==> src/rtl/ahb_lite_fetch_arbiter.sv <==
// Two-master AHB-Lite arbiter sharing one slave port between the I-cache (M0)
// and the load/store port (M1), with bounded-hold preemption and transfer replay.
module ahb_lite_fetch_arbiter #(
    parameter int unsigned HOLD_MAX = 8
) (
    input  logic        HCLK,
    input  logic        HRESETn,

    input  logic [31:0] m0_haddr,
    input  logic [1:0]  m0_htrans,
    input  logic [2:0]  m0_hburst,
    input  logic [2:0]  m0_hsize,
    input  logic        m0_hwrite,
    input  logic [31:0] m0_hwdata,
    output logic [31:0] m0_hrdata,
    output logic        m0_hready,
    output logic        m0_hresp,

    input  logic [31:0] m1_haddr,
    input  logic [1:0]  m1_htrans,
    input  logic [2:0]  m1_hburst,
    input  logic [2:0]  m1_hsize,
    input  logic        m1_hwrite,
    input  logic [31:0] m1_hwdata,
    output logic [31:0] m1_hrdata,
    output logic        m1_hready,
    output logic        m1_hresp,

    output logic [31:0] HADDR,
    output logic [1:0]  HTRANS,
    output logic [2:0]  HBURST,
    output logic [2:0]  HSIZE,
    output logic        HWRITE,
    output logic [31:0] HWDATA,
    input  logic [31:0] HRDATA,
    input  logic        HREADY,
    input  logic        HRESP
);

    localparam int unsigned ADDR_W  = 32;
    localparam int unsigned DATA_W  = 32;
    localparam int unsigned TRANS_W = 2;
    localparam int unsigned BURST_W = 3;
    localparam int unsigned SIZE_W  = 3;
    localparam int unsigned NUM_M   = 2;
    localparam int unsigned CNT_W   = (HOLD_MAX > 0) ? $clog2(HOLD_MAX + 1) : 1;

    localparam logic [CNT_W-1:0]   CNT_MAX    = '1;
    localparam logic [CNT_W-1:0]   CNT_LIMIT  = CNT_W'(HOLD_MAX);
    localparam bit                 PREEMPT_EN = (HOLD_MAX != 0);

    localparam logic [TRANS_W-1:0] TR_IDLE   = 2'b00;
    localparam logic [TRANS_W-1:0] TR_BUSY   = 2'b01;
    localparam logic [TRANS_W-1:0] TR_NONSEQ = 2'b10;
    localparam logic [TRANS_W-1:0] TR_SEQ    = 2'b11;

    typedef struct packed {
        logic [ADDR_W-1:0]  addr;
        logic [BURST_W-1:0] burst;
        logic [SIZE_W-1:0]  size;
        logic               write;
    } addr_phase_t;

    // Per-master views of the live request
    addr_phase_t          live_ap    [NUM_M];
    logic [TRANS_W-1:0]   live_trans [NUM_M];
    logic [DATA_W-1:0]    live_wdata [NUM_M];

    // Arbitration state
    logic                 owner_q,    owner_d;
    logic                 downer_q,   downer_d;
    logic                 dvalid_q,   dvalid_d;
    logic                 restart_q,  restart_d;
    logic [NUM_M-1:0]     pend_valid_q, pend_valid_d;
    addr_phase_t          pend_q     [NUM_M];
    addr_phase_t          pend_d     [NUM_M];
    logic [CNT_W-1:0]     hold_cnt_q, hold_cnt_d;

    // Decoded requests and bus selection
    logic [NUM_M-1:0]     req_c;
    logic [NUM_M-1:0]     want_c;
    logic                 other_c;
    logic                 want_owner_c;
    logic                 want_other_c;
    logic                 preempt_c;
    addr_phase_t          bus_ap_c;
    logic [TRANS_W-1:0]   bus_trans_c;
    logic                 replay_c;
    logic                 issued_c;
    logic [NUM_M-1:0]     hready_c;
    logic [NUM_M-1:0]     hresp_c;

    assign live_ap[0]    = '{addr: m0_haddr, burst: m0_hburst, size: m0_hsize, write: m0_hwrite};
    assign live_ap[1]    = '{addr: m1_haddr, burst: m1_hburst, size: m1_hsize, write: m1_hwrite};
    assign live_trans[0] = m0_htrans;
    assign live_trans[1] = m1_htrans;
    assign live_wdata[0] = m0_hwdata;
    assign live_wdata[1] = m1_hwdata;

    // Request decode and preemption condition
    always_comb begin : req_decode
        req_c        = {m1_htrans[1], m0_htrans[1]};
        want_c       = req_c | pend_valid_q;
        other_c      = ~owner_q;
        want_owner_c = want_c[owner_q];
        want_other_c = want_c[other_c];
        preempt_c    = PREEMPT_EN && want_owner_c && want_other_c &&
                       (hold_cnt_q >= CNT_LIMIT) && !pend_valid_q[owner_q];
    end

    // State register
    always_ff @(posedge HCLK or negedge HRESETn) begin : state_reg
        if (!HRESETn) begin
            owner_q      <= 1'b0;
            downer_q     <= 1'b0;
            dvalid_q     <= 1'b0;
            restart_q    <= 1'b1;
            pend_valid_q <= '0;
            pend_q[0]    <= '0;
            pend_q[1]    <= '0;
            hold_cnt_q   <= '0;
        end else begin
            owner_q      <= owner_d;
            downer_q     <= downer_d;
            dvalid_q     <= dvalid_d;
            restart_q    <= restart_d;
            pend_valid_q <= pend_valid_d;
            pend_q[0]    <= pend_d[0];
            pend_q[1]    <= pend_d[1];
            hold_cnt_q   <= hold_cnt_d;
        end
    end

    // Next-state: everything advances only on an accepted bus cycle
    always_comb begin : next_state
        owner_d      = owner_q;
        downer_d     = downer_q;
        dvalid_d     = dvalid_q;
        restart_d    = restart_q;
        pend_valid_d = pend_valid_q;
        pend_d       = pend_q;
        hold_cnt_d   = hold_cnt_q;

        if (HREADY) begin
            downer_d = owner_q;
            dvalid_d = issued_c;

            if (issued_c) begin
                restart_d = 1'b0;
            end
            if (replay_c) begin
                pend_valid_d[owner_q] = 1'b0;
            end

            if (preempt_c) begin
                pend_valid_d[owner_q] = 1'b1;
                pend_d[owner_q]       = live_ap[owner_q];
                owner_d               = other_c;
                hold_cnt_d            = '0;
                restart_d             = 1'b1;
            end else if (want_other_c && !want_owner_c) begin
                owner_d    = other_c;
                hold_cnt_d = '0;
                restart_d  = 1'b1;
            end else if (issued_c && want_other_c && (hold_cnt_q != CNT_MAX)) begin
                hold_cnt_d = hold_cnt_q + CNT_W'(1);
            end
        end
    end

    // Outputs: address mux plus per-master ready/response steering
    always_comb begin : outputs
        bus_ap_c    = live_ap[owner_q];
        bus_trans_c = live_trans[owner_q];
        replay_c    = 1'b0;

        if (preempt_c) begin
            bus_trans_c = TR_IDLE;
        end else if (pend_valid_q[owner_q]) begin
            bus_ap_c    = pend_q[owner_q];
            bus_trans_c = TR_NONSEQ;
            replay_c    = 1'b1;
        end else if (restart_q) begin
            // A freshly granted master must open with NONSEQ
            if (bus_trans_c == TR_SEQ) begin
                bus_trans_c = TR_NONSEQ;
            end else if (bus_trans_c == TR_BUSY) begin
                bus_trans_c = TR_IDLE;
            end
        end

        if (!HRESETn) begin
            bus_trans_c = TR_IDLE;
        end
        issued_c = bus_trans_c[1];

        hready_c = '0;
        hresp_c  = '0;
        for (int n = 0; n < NUM_M; n++) begin
            if (dvalid_q && (downer_q == 1'(n))) begin
                hready_c[n] = HREADY;
                hresp_c[n]  = HRESP;
            end else if (pend_valid_q[n]) begin
                hready_c[n] = 1'b0;
            end else if (owner_q == 1'(n)) begin
                hready_c[n] = HREADY;
            end else begin
                hready_c[n] = !req_c[n];
            end
        end
    end

    assign HADDR     = bus_ap_c.addr;
    assign HBURST    = bus_ap_c.burst;
    assign HSIZE     = bus_ap_c.size;
    assign HWRITE    = bus_ap_c.write;
    assign HTRANS    = bus_trans_c;
    assign HWDATA    = live_wdata[downer_q];

    assign m0_hready = hready_c[0];
    assign m1_hready = hready_c[1];
    assign m0_hresp  = hresp_c[0];
    assign m1_hresp  = hresp_c[1];
    assign m0_hrdata = HRDATA;
    assign m1_hrdata = HRDATA;

endmodule

==> config.mk <==
export PLATFORM = sky130hd
export DESIGN_NAME = ahb_lite_fetch_arbiter
export DESIGN_NICKNAME = d
export VERILOG_FILES = /design/src/rtl/ahb_lite_fetch_arbiter.sv
export SDC_FILE = /design/constraint.sdc
export NUM_CORES = 1
export LEC_CHECK = 0
export ABC_AREA = 1
export CORE_MARGIN = 3
export CORE_UTILIZATION = 25
export DETAILED_ROUTE_END_ITERATION = 12
export GPL_ROUTABILITY_DRIVEN = 0
export PLACE_DENSITY = 0.54
export SYNTH_ARGS = -nofsm -noshare
export SYNTH_HDL_FRONTEND = slang
export SYNTH_SLANG_ARGS = --single-unit
==> constraint.sdc <==
create_clock -name HCLK -period 4.08 [get_ports HCLK]
set_input_delay 0.408 -clock HCLK [delete_from_list [all_inputs] [get_ports HCLK]]
set_output_delay 0.408 -clock HCLK [all_outputs]
set_load 0.005 [all_outputs]
# Yosys cells after proc, flatten, opt, wreduce, memory -nomap -nowiden

Cells that the tools add are included.

Add/subtract/negate cells: 1
Order comparisons: 7
Reductions and logical operators: 21
Equality and inequality tests: 3
Mux-type cells: 52
Bitwise gates (word level): 8

Operator list:

| cell                | count |
|---|---|
| $mux 39             | 9 |
| $mux 32             | 3 |
| $bwmux 78           | 1 |
| $demux 39 s1        | 1 |
| $mux 2              | 12 |
| $mux 1              | 22 |
| $mux 4              | 3 |
| $logic_and 1x1->1   | 10 |
| $reduce_and 2->1    | 4 |
| $reduce_bool 3->1   | 2 |
| $add 4x1->4 const B | 1 |
| $ge 2x2->1 const B  | 2 |
| $ge 4x4->1 const B  | 1 |
| $logic_not 1->1     | 4 |
| $lt 1x2->1 const B  | 2 |
| $ne 4x4->1 const B  | 1 |
| $not 1->2           | 2 |
| $or 2x2->2          | 2 |
| $and 2x2->2         | 1 |
| $eq 2x1->1 const B  | 1 |
| $eq 2x2->1 const B  | 1 |
| $lt 2x1->1 const B  | 1 |
| $not 1->1           | 2 |
| $not 2->2           | 1 |
| 3 further kinds     | 3 |

Output and inout port bits: 141
Register bits after elaboration: 88
Logic and storage cells: 106

# Longest topological paths before layout

Gate-level depths: netlist of run 1.

Depth in word-level cells: 16
Mapped depth: 11
Depth with buffers taken out: 9

# Least setup slack after synthesis of run 1

OpenSTA, ideal clock, no wires.

Path kind: reg2out
Start point: reg owner_q
End point: out HTRANS[0]
Data required time: 3.672 ns
Arrival time: 1.168 ns
Path slack: 2.504 ns
Cell stages (with the launch flop): 5
Path through: dfrtp_1 buf_4 clkbuf_1 nor2_1 nor4_1

Cells in the longest elaborated chain, start to end: 11
Elaborated cells between the ends (all ways): 22

RTL lines:

| what                                       | RTL line | source |
|---|---|---|
| from (decl)                                | 70       | `logic owner_q, owner_d;` |
| from (signal assigned)                     | 123      | `owner_q <= owner_d;` |
| $not 1->2 (not written as such)            | 174      | `bus_trans_c = live_trans[owner_q];` |
| $mux 2 (not written as such) (3 in series) | 174      |  |
| $eq 2x1->1                                 | 187      | `end else if (bus_trans_c == TR_BUSY) begin` |
| $mux 2                                     | 187      |  |
| $mux 2                                     | 185      | `if (bus_trans_c == TR_SEQ) begin` |
| $mux 2                                     | 183      | `end else if (restart_q) begin` |
| $mux 2                                     | 179      | `end else if (pend_valid_q[owner_q]) begin` |
| $mux 2 *                                   | 177      | `if (preempt_c) begin` |
| $mux 2 *                                   | 192      | `if (!HRESETn) begin` |
| to (decl)                                  | 30       | `output logic [1:0] HTRANS,` |

Mark *: on every way between the ends. The rest lies on a longest branch, timed or not. The select of a mux whose other input is x is not followed.

# Worst setup path in the final report of run 1

Start point: reg owner_q
End point: out m1_hready

Cells in the longest elaborated chain, start to end: 3

RTL lines:

| what      | RTL line | source |
|---|---|---|
| $mux 1    | 205      | `end else if (owner_q == 1'(n)) begin` |
| $mux 1    | 203      | `end else if (pend_valid_q[n]) begin` |
| $mux 1    | 200      | `if (dvalid_q && (downer_q == 1'(n))) begin` |
| to (decl) | 26       | `output logic m1_hready,` |

No other way between the ends.

==> impl_metrics.py, run 1 <==
metrics = {
    "routing": {
        "via_per_inst": 4.49,
        "drc": 0,
        "wirelength_um": 19600,
        "dr.pass1.iters": 5,
        "ant_nets": 0,
        "num_vias": 5708,
        "wire_per_inst_um": 15.4,
        "first_iter_violations": 314,
    },
    "cells_and_area": {
        "finish.utilization_pct": 36.1,
        "synthToLayoutAreaGrowth_pct": 40.4,
        "fillers": 2367,
        "final_cell_mix": "nand2_1, clkdlybuf4s50_1, nor2_1",
        "final_common_cell": "nand2_1",
        "final_area_um2": 7960,
        "final_nets": 1170,
        "drive_gt1_share_pct": 3.74,
    },
    "cts": {
        "cts_tree": "yes",
        "cts_setup_buffers": 0,
        "root_buffer": "clkbuf_16",
        "cts_buffers": 9,
        "cts-resized-gates": 0,
        "cts_buffer_depth": 2,
        "postCtsHoldBufs": 1,
        "clkSinkCount": 88,
        "clk_pin_slew_ps": 60,
        "clk_latency_ps": 340,
        "h-tree-depth": 3,
    },
    "synthesis": {
        "synth_top_family_by_area": "simple AND/OR/NAND/NOR gates",
        "syn_inst": 851,
        "synth_top_cell_by_area": "dfrtp_1",
        "synthesis.area_um2": 5670,
        "synth_edf_count": 0,
        "syn_area_per_cell_um2": 6.66,
        "synthAdderAreaFrac_pct": 0.442,
        "synth_top_area_share_pct": 38.4,
        "synth_ff_type": "dfrtp_1",
        "synth-xor-area-share_pct": 0.309,
        "synth.area.mux_share_pct": 0,
        "seq_area_frac_synth_pct": 38.9,
        "synth-compound-area-share_pct": 9.85,
        "synth_warnings": 0,
        "synth.distinct_cells": 28,
        "async_flop_share_pct": 100,
        "yosys.area_share.simple_pct": 36.4,
        "syn_nets": 1035,
        "yosys-top-cells-area": "dfrtp_1, nand2_1, buf_4, a31oi_1, nor2_1",
        "yosys_register_bits": 88,
    },
    "power": {
        "p_leak_uw": 0.00374,
        "ir_drop_uv": 333,
        "powerDensity_nw_per_um2": 530,
    },
    "placement": {
        "dp_hpwl_um": 14200,
        "port-buffer-count": 226,
        "placed_area_um2": 7650,
    },
    "sta": {
        "timing.final.hold_violations": 0,
        "drv_slew": 0,
        "worstMarginPinSlew_ps": 973,
        "setup_tns_ps": 0,
        "skew_ps": 10.3,
        "slew_headroom_pct": 35.1,
        "fin_crit_ps": 2810,
        "whs_ps": 450,
        "finalSetupViolations": 0,
        "min_period_over_period_pct": 69.0,
        "fmax_mhz": 355,
        "rsz0062_at_grt": "no",
    },
    "critical_path": {
        "critical_path.endpoint_type": "output pin",
        "worstSetupStartpoint": "owner_q$_DFFE_PN0P_",
        "rrSetupSlack_ps": 1930,
        "r2r_start": "owner_q$_DFFE_PN0P_",
        "cp.required_ps": 3670,
        "worstSetupPathType": "flop to output pin",
        "critical_path_arrival_ps": 2410,
        "start_kind": "flop",
        "crit_fanout": 49,
    },
    "global_route": {
        "grt_overflow": 0,
        "antenna_found_initial": 2,
        "grt_pass1_vias": 5558,
        "grt_max_degree": 84,
        "track_usage_pct": 15.6,
        "grt_pass1_wl_um": 30000,
    },
    "die": {
        "dieArea_um2": 24500,
        "io_pins": 323,
        "rows": 54,
        "core_um2": 22000,
        "dieHeight_um": 157,
        "dieWidth_um": 157,
        "start_util_pct": 25.7,
    },
    "run": {
        "cap_violations": 0,
    },
    "hold_path": {
        "hold_path_class": "input port to async pin",
    },
    "run_status": {
        "status": "complete, no violations",
    },
}
## worst max-delay path, stage by stage (launching register included)
cell             delay, ps
dfrtp_2                410
buf_4                  480
nand2_1                250
o21ai_0                220
nand2_1                 60
o21ai_0                 90
clkdlybuf4s50_1        550
## layout make-up
| cell class | instances | area (um^2) | area share (%) |
|---|---|---|---|
| clock buffers | 11 | 253 | 3.18 |
| clock inverters | 3 | 42.5 | 0.535 |
| flip-flops and latches | 88 | 2200 | 27.7 |
| repair buffers | 237 | 2370 | 29.8 |
| diodes | 2 | 5.00 | 0.0629 |
| multi-input cells | 632 | 2660 | 33.5 |
| inverters | 18 | 67.6 | 0.849 |
| well taps | 280 | 350 | 4.40 |
## layer usage
| metal | vias to the layer above | part of all wire, % | GRT usage, % | wire (um) |
|---|---|---|---|---|
| met5 | - | 0 | 0 | 0 |
| met4 | 0 | 2.6 | 5.75 | 513 |
| met3 | 34 | 7.1 | 4.04 | 1380 |
| met2 | 198 | 48 | 26.5 | 9470 |
| met1 | 2584 | 42 | 19.1 | 8200 |
| li1 | 2892 | - | - | - |
## cell usage after synthesis, types with 2 or more instances
cell type	count
buf_1	2
buf_4	66
inv_1	14
clkbuf_1	18
nor3_1	2
inv_2	4
nor2_1	88
nand3_1	8
a21oi_1	2
nand2_1	430
dfrtp_1	87
ha_1	2
buf_6	4
o21ai_0	9
buf_2	23
xor2_1	2
nand2_2	2
a31oi_1	78
## path summary, 6_finish.rpt
kind	endpoint	cells past startpoint
setup / recovery	m1_hready	6
hold / removal	hold_cnt_q[2]$_DFFE_PN0P_	2
setup reg to reg	pend_q[32]$_DFFE_PN0P_	6
hold reg to reg	pend_q[50]$_DFFE_PN0P_	2
max in group asynchronous	pend_valid_q[1]$_DFFE_PN0P_	4
min in group HCLK	pend_q[50]$_DFFE_PN0P_	2
## kinds of logic after synthesis
family / count (synthesis)
adder cells (fa/ha/maj): 2
flip-flops: 88
AND/OR/NAND/NOR: 537
XOR/XNOR: 2
buffers and inverters: 131
AO/OA/AOI/OAI: 91
## power by group
part | internal (uW) | switching (uW)
Sequential | 903 | 22.0
Combinational | 1170 | 1280
Clock | 500 | 342
Total | 2580 | 1640
## sequential cells by signal (all words and copies together) (netlist names)
name,flops
dvalid_q,1
restart_q,1
pend_valid_q,2
hold_cnt_q,4
pend_q,78
downer_q,1
owner_q,1
## per-stage QoR
step / power (uW) / worst slack [ps] / cells
after floorplan: 2130 / 2500 / 851
after global placement: 3440 / 1580 / 1254
after detailed placement: 3430 / 1560 / 1254
after CTS: 4310 / 1200 / 1269
after global routing: 4570 / 1040 / 1271
final: 4220 / 1270 / 1271
Note: power is estimated with default switching activity, not from simulation.
==> inputs of run 2 (changes only) <==
- PLACE_DENSITY: 0.54 -> 0.56
- clock period: 4.08 -> 2.35 ns (I/O delays scaled with it)
==> impl_metrics.py, run 2 (synthesized netlist as in run 1, its figures left out) <==
metrics = {
    "critical_path": {
        "crit_chain": "buf_6, bufbuf_16, nand2_1, nand2_1, nor2_1, a31oi_1, dlygate4sd2_1",
        "crit_fanout": 24,
        "crit_slowest_cell": "dfrtp_2",
        "worst_r2r_path_depth": 8,
        "critPathTopFamily": "buffers and inverters",
        "cp_slowest_stage_delay_ps": 420,
        "endpoint": "HBURST[1]",
        "cp.required_ps": 2120,
        "start_kind": "flop",
        "r2r_start": "owner_q$_DFFE_PN0P_",
        "worstSetupStartpoint": "owner_q$_DFFE_PN0P_",
        "cp_num_cells": 7,
        "critical_path.endpoint_type": "output pin",
        "worstSetupPathType": "flop to output pin",
        "worstReg2RegEnd": "pend_q[69]$_DFFE_PN0P_",
        "rrSetupSlack_ps": 440,
        "cpMostUsedCell": "nand2_1",
        "cp.buffers_inverters": 3,
        "critical_path_arrival_ps": 1990,
    },
    "die": {
        "dieHeight_um": 157,
        "io_pins": 323,
        "rows": 54,
        "start_util_pct": 25.7,
        "core_um2": 22000,
        "dieWidth_um": 157,
        "dieArea_um2": 24500,
    },
    "hold_path": {
        "hold_path_class": "input port to output pin",
    },
    "cells_and_area": {
        "top_register": "pend_q",
        "multi_input_area_um2": 2680,
        "largestRegisters": "pend_q: 78 flops, hold_cnt_q: 4 flops, pend_valid_q: 2 flops",
        "fillers": 2345,
        "largest_reg_flops": 78,
        "final_common_cell": "nand2_1",
        "final_cell_mix": "nand2_1, clkdlybuf4s50_1, nor2_1",
        "seqCellArea_um2": 2200,
        "drive_gt1_share_pct": 5.57,
        "final_nets": 1187,
        "synthToLayoutAreaGrowth_pct": 47.6,
    },
    "power": {
        "p_leak_uw": 0.00409,
        "ir_drop_uv": 414,
        "total_power_uw": 7870,
        "powerDensity_nw_per_um2": 941,
    },
    "global_route": {
        "antenna_found_initial": 4,
        "track_usage_pct": 16.8,
        "grt_pass1_wl_um": 31900,
        "grt_max_degree": 65,
        "grt_overflow": 0,
        "grt_pass1_vias": 5765,
    },
    "sta": {
        "finalSetupViolations": 0,
        "drv_slew": 0,
        "fmax_mhz": 450,
        "slew_headroom_pct": 40.9,
        "fin_crit_ps": 2220,
        "min_period_over_period_pct": 94.6,
        "skew_ps": 8.27,
        "rsz0062_at_grt": "no",
        "setup_tns_ps": 0,
        "worstMarginPinSlew_ps": 886,
        "timing.final.hold_violations": 0,
    },
    "routing": {
        "ant_nets": 0,
        "drc": 0,
        "via_per_inst": 4.58,
        "num_vias": 5905,
        "wire_per_inst_um": 16.4,
        "first_iter_violations": 258,
        "dr.pass1.iters": 7,
        "wirelength_um": 21100,
    },
    "cts": {
        "clk_pin_slew_ps": 60,
        "cts_tree": "yes",
        "cts_buffer_depth": 2,
        "clkSinkCount": 88,
        "clk_latency_ps": 350,
        "h-tree-depth": 3,
        "root_buffer": "clkbuf_16",
        "cts_buffers": 9,
    },
    "run_status": {
        "status": "complete, no violations",
    },
    "run": {
        "cap_violations": 0,
    },
    "placement": {
        "port-buffer-count": 226,
        "dp_hpwl_um": 14600,
    },
}
[run 2: changes by cell type in the layout (fill, tap and decap cells not counted), sizes merged]
cell,previous run,this run
clkdlybuf4s50,225,182
dlygate4sd2,0,35
buf,11,23
dlymetal6s2s,0,7
bufbuf,0,5
clkbuf,11,10
clkdlybuf4s15,0,1
clkinv,1,2
diode,2,3
[run 2: repair_timing]
item | in CTS | in global routing
gates cloned | 6 | 0
hold endpoints to repair | 23 | 0
gates resized for setup | 50 | 8
hold buffers | 1 | 0
endpoints found under the setup margin | 42 | 10
pin swaps | 1 | 0
setup buffers | 3 | 1
[run 2: layout make-up]
class / instances / area share (%)
Inverter: 18 / 0.898
Clock buffer: 10 / 2.74
Clock inverter: 4 / 0.568
Multi-Input combinational cell: 632 / 32.1
Timing Repair Buffer: 254 / 33.1
Antenna cell: 3 / 0.0898
Tap cell: 280 / 4.19
Sequential cell: 88 / 26.4
[run 2: how the worst min path moves through the flow]
| stage | cells past startpoint | slack (ps) | start | endpoint |
|---|---|---|---|---|
| 4_1_cts | 3 | 450 | m1_haddr[25] | pend_q[32]$_DFFE_PN0P_ |
| 5_1_grt | 0 | 470 | HRDATA[22] | m0_hrdata[22] |
| 3_5_place_dp | 2 | 310 | HRESETn | downer_q$_DFFE_PN0P_ |
| 3_3_place_gp | 2 | 300 | HRESETn | downer_q$_DFFE_PN0P_ |
| 6_report | 0 | 470 | HRDATA[18] | m1_hrdata[18] |
| 2_1_floorplan | 0 | -60 | HRESETn | downer_q$_DFFE_PN0P_ |
[run 2: report_power, final]
group | switching [uW] | internal, uW | total [uW] | leakage (uW)
sequential | 44.1 | 1570 | 1610 | 0.00122
clock | 600 | 809 | 1410 | 0.000134
combinational | 2440 | 2410 | 4850 | 0.00273
total | 3080 | 4790 | 7870 | 0.00409
[run 2: stage by stage]
step / setup slack [ps] / utilization [%] / hold WS (ps) / instance area (um^2) / instances
3_5_place_dp: 117 / 35.4 / 307 / 7800 / 1261
4_1_cts: 0.983 / 37.8 / 454 / 8330 / 1285
5_1_grt: 4.55 / 38.0 / 470 / 8360 / 1289
6_report: 128 / 38.0 / 470 / 8360 / 1289
2_1_floorplan: 947 / - / -60.6 / 5670 / 851
3_3_place_gp: 138 / 35.4 / 303 / 7800 / 1261
[run 2: routing by layer]
layer | routed length, um | GRT usage [%] | share of wire [%] | vias to the layer above
li1 | - | - | - | 2940
met1 | 8900 | 20.1 | 42 | 2713
met2 | 10200 | 29.1 | 49 | 209
met3 | 1440 | 4.31 | 6.8 | 41
met4 | 511 | 5.79 | 2.4 | 2
met5 | 13 | 0 | 0.062 | -
==> patch 1, RTL diff (settings of run 2) <==
`HOLD_MAX`: 8 -> 16.
--- a/src/rtl/ahb_lite_fetch_arbiter.sv
+++ b/src/rtl/ahb_lite_fetch_arbiter.sv
@@ -3,3 +3,3 @@
 module ahb_lite_fetch_arbiter #(
-    parameter int unsigned HOLD_MAX = 8
+    parameter int unsigned HOLD_MAX = 16
 ) (
Behaviour: same outputs for any inputs over 4 cycles, from zero or initial values and one cycle with HRESETn low; that may be too few to reach the edited logic, so the function may still have changed.
==> patch 1 against run 2 <==
First-iteration DRC count rose by 31%; clock power grew 11%; count of clock-buffer cells in the layout increased by 1; synthesized area is 0.53% higher; register-to-register slack gained 0.14 ns; wire length fell by 3.7%; sequential cell count increased by 1; worst setup slack worse by 0.091 ns; hold slack got worse by 0.17 ns; final area down 0.55%; power down 0.94%; critical endpoint is now HTRANS[0]; highest routed layer is now met4.
==> patch 1: results (changes against run 2) <==
slew_headroom_pct: 40.4  # was 40.9%
cts_resized: 28  # was 50
arrival_ns: 2.08  # was 1.99 ns
buf_share_pct: 31.9  # was 33.1%
multi_input_area_share_pct: 30.5  # was 32.1%
top_regs: "pend_q: 78 flops, hold_cnt_q: 5 flops, pend_valid_q: 2 flops"  # was pend_q: 78 flops, hold_cnt_q: 4 flops, pend_valid_q: 2 flops
buffers_excl_clock: 260  # was 254
cp-endpoint: "HTRANS[0]"  # was HBURST[1]
first_pass_iters: 5  # was 7
worstPathMaxFanout: 41  # was 24
netlist_top_cells_count: "398 x nand2_1, 88 x dfrtp_1, 66 x o21ai_0, 64 x buf_4, 54 x inv_1"  # was 430 x nand2_1, 88 x nor2_1, 87 x dfrtp_1, 78 x a31oi_1, 66 x buf_4
postCtsSetupBuffers: 2  # was 3
ys_seq_area_share_pct: 39.1  # was 38.9%
synth_fa_ha_area_share_pct: 0.439  # was 0.442%
grt_usage_pct: 15.4  # was 16.8%
syn_avg_cell_area_um2: 6.65  # was 6.66 um2
vias: 5728  # was 5905
clkbuf_count: 11  # was 10
grt_pass1_vias: 5267  # was 5765
grt_first_pass_wirelength_um: 29700  # was 31900 um
hold_class: "in -> async"  # was in -> out
dp_cells: 1274  # was 1261
reg2regPathDepth: 9  # was 8
final-clk-cell-share_pct: 3.82  # was 3.31%
grt_max_degree: 68  # was 65
synth_area_leaders: "dfrtp_1 39%, nand2_1 26%, buf_4 8.4%, o21ai_0 5.8%, a31oi_1 4.3%"  # was dfrtp_1 38%, nand2_1 28%, buf_4 8.7%, a31oi_1 8.6%, nor2_1 5.8%
antenna_found_initial: 3  # was 4
fillers: 2356  # was 2345
worstReg2RegEnd: "pend_q[74]$_DFFE_PN0P_"  # was pend_q[69]$_DFFE_PN0P_
synth_top_area_share_pct: 38.7  # was 38.4%
outcome: "finished clean"  # unchanged
-- patch 1: metrics by stage --
stage	setup TNS, ns	total power [uW]	util [%]	hold WS, ns	instance area [um2]
2_1_floorplan	0	3760	-	-0.0606	5700
3_3_place_gp	0	6240	35.4	0.0736	7830
3_5_place_dp	0	6240	35.4	0.0731	7830
4_1_cts	0	7740	37.0	0.320	8180
5_1_grt	-0.410	8430	37.6	0.328	8320
6_report	0	7800	37.6	0.304	8320
-- patch 1: critical path, cell delays in order, from the launching register on --
cell and delay (ns):
dfrtp_2 0.42, clkbuf_8 0.34, nor2_1 0.09, nor4_1 0.31
clkdlybuf4s50_1 0.58
-- patch 1: metal layers --
metal / GRT usage, % / part of all wire (%)
met1: 18.5 / 40
met2: 26.8 / 49
met3: 4.07 / 8.7
met4: 5.13 / 2.0
met5: 0 / 0
-- patch 1: power breakdown --
group          total (uW)  internal, uW  switching, uW
Sequential           1610          1570           36.0
Combinational        4630          2220           2410
Clock                1560           976            582
==> patch 2, RTL diff (settings of run 2) <==
Made on the original files. Reset style: synchronous (`HRESETn`), changed in one clocked block.
--- a/src/rtl/ahb_lite_fetch_arbiter.sv
+++ b/src/rtl/ahb_lite_fetch_arbiter.sv
@@ -111,3 +111,3 @@
     // State register
-    always_ff @(posedge HCLK or negedge HRESETn) begin : state_reg
+    always_ff @(posedge HCLK) begin : state_reg
         if (!HRESETn) begin
Formal check against the unedited RTL: differs if HRESETn is asserted again (counterexample within 4 cycles, from zero or initial values and one cycle with HRESETn low); with HRESETn held inactive, the same outputs for 4 cycles.
==> patch 2 against run 2 <==
Clock skew decreased by 0.0010 ns; sequential cell count unchanged; highest routed layer is now met4; wire length decreased by 18%; synthesized area about the same; worst setup slack got worse by 0.074 ns; final area decreased by 2.4%.
Power is not compared: it rests on default switching activity, and its combinational part moved more than twofold at a synthesized area within 25%.
==> patch 2: results (changes against run 2) <==
outcome: "finished clean"  # unchanged
worstPathMaxFanout: 26  # was 24
hold_class: "in -> reg"  # was in -> out
vias: 5794  # was 5905
cpMaxStageDelayCell: "clkdlybuf4s50_1"  # was dfrtp_2
synthFlopType: "dfxtp_1"  # was dfrtp_1
fillers: 2366  # was 2345
slew_headroom_pct: 72.4  # was 40.9%
syn_avg_cell_area_um2: 6.31  # was 6.66 um2
synth_xor_area_share_pct: 0.309  # about the same
grt_max_degree: 80  # was 65
max_stage_delay_ns: 0.52  # was 0.42 ns
final_nets: 1214  # was 1187
drive_gt1_share_pct: 8.31  # was 5.57%
arrival_ns: 2.06  # was 1.99 ns
synthArstFlopShare_pct: 0  # was 100%
hold_ws_ns: 0.317  # was 0.470 ns
grt_pass1_vias: 5340  # was 5765
wl_per_cell_um: 13.2  # was 16.4 um
first_iter_violations: 191  # was 258
post_dp_cell_area_um2: 7690  # was 7800 um2
n_antenna_cell: 0  # was 3
ys_seq_area_share_pct: 31.1  # was 38.9%
synth_fa_ha_area_share_pct: 0.441  # was 0.442%
netlist_top_cells_count: "190 x nand2_1, 175 x o21ai_0, 133 x inv_1, 88 x a21oi_1, 88 x dfxtp_1"  # was 430 x nand2_1, 88 x nor2_1, 87 x dfrtp_1, 78 x a31oi_1, 66 x buf_4
viasPerCell: 4.41  # was 4.58
grt_usage_pct: 13.5  # was 16.8%
synth_cell_types: 27  # was 28
synth_compound_area_share_pct: 26.0  # was 9.85%
dp_worst_setup_slack_ns: 0.207  # was 0.117 ns
## patch 2: changes by cell type after synthesis, sizes merged, moves of 86 or more
cell   before  now
a21oi       2   88
dfrtp      87    0
dfxtp       0   88
inv        18  135
nand2     432  193
o21ai       9  200
## patch 2: power by group
group	total [uW]	switching [uW]	internal (uW)
combinational	1070	454	619
clock	1580	617	967
sequential	1510	8.22	1500
## patch 2: layer usage
metal	part of all wire, %	global-route usage (%)	up-vias
li1	-	-	3036
met1	42	16.3	2517
met2	47	22.6	208
met3	7.7	3.37	33
met4	3.1	6.42	0
met5	0	0	-
## patch 2: cell families (layout without fill, tap and decap cells)
kind of cell,after synthesis,count (layout)
flip-flops,88,88
buffers and inverters,259,395
AND/OR/NAND/NOR,256,256
XOR/XNOR,2,2
adder cells (fa/ha/maj),2,2
AO/OA/AOI/OAI,292,292
## patch 2: worst paths after layout
kind	slack, ns	from	cells past startpoint	end
hold reg to reg	0.44	pend_q[10]$_SDFFE_PN0P_	2	pend_q[10]$_SDFFE_PN0P_
hold / removal	0.32	HRESETn	3	dvalid_q$_SDFFE_PN0P_
setup / recovery	0.05	owner_q$_SDFFE_PN0P_	6	HWRITE
setup reg to reg	0.69	pend_valid_q[1]$_SDFFE_PN0P_	8	pend_q[2]$_SDFFE_PN0P_
## patch 2: area by class of cell
cell class | count | area, um2 | area share, %
clock buffer | 10 | 239 | 2.93
clock inverter | 6 | 90.1 | 1.10
inverter | 136 | 520 | 6.37
multi-input combinational | 552 | 2640 | 32.4
timing repair buffer | 243 | 2560 | 31.3
sequential | 88 | 1770 | 21.6
tap | 280 | 350 | 4.29
## patch 2: what timing repair did
item,CTS,global route
resized for setup,14,26
endpoints found under the setup margin,40,28
hold buffers,0,0
gates cloned,1,1
buffers inserted,3,0
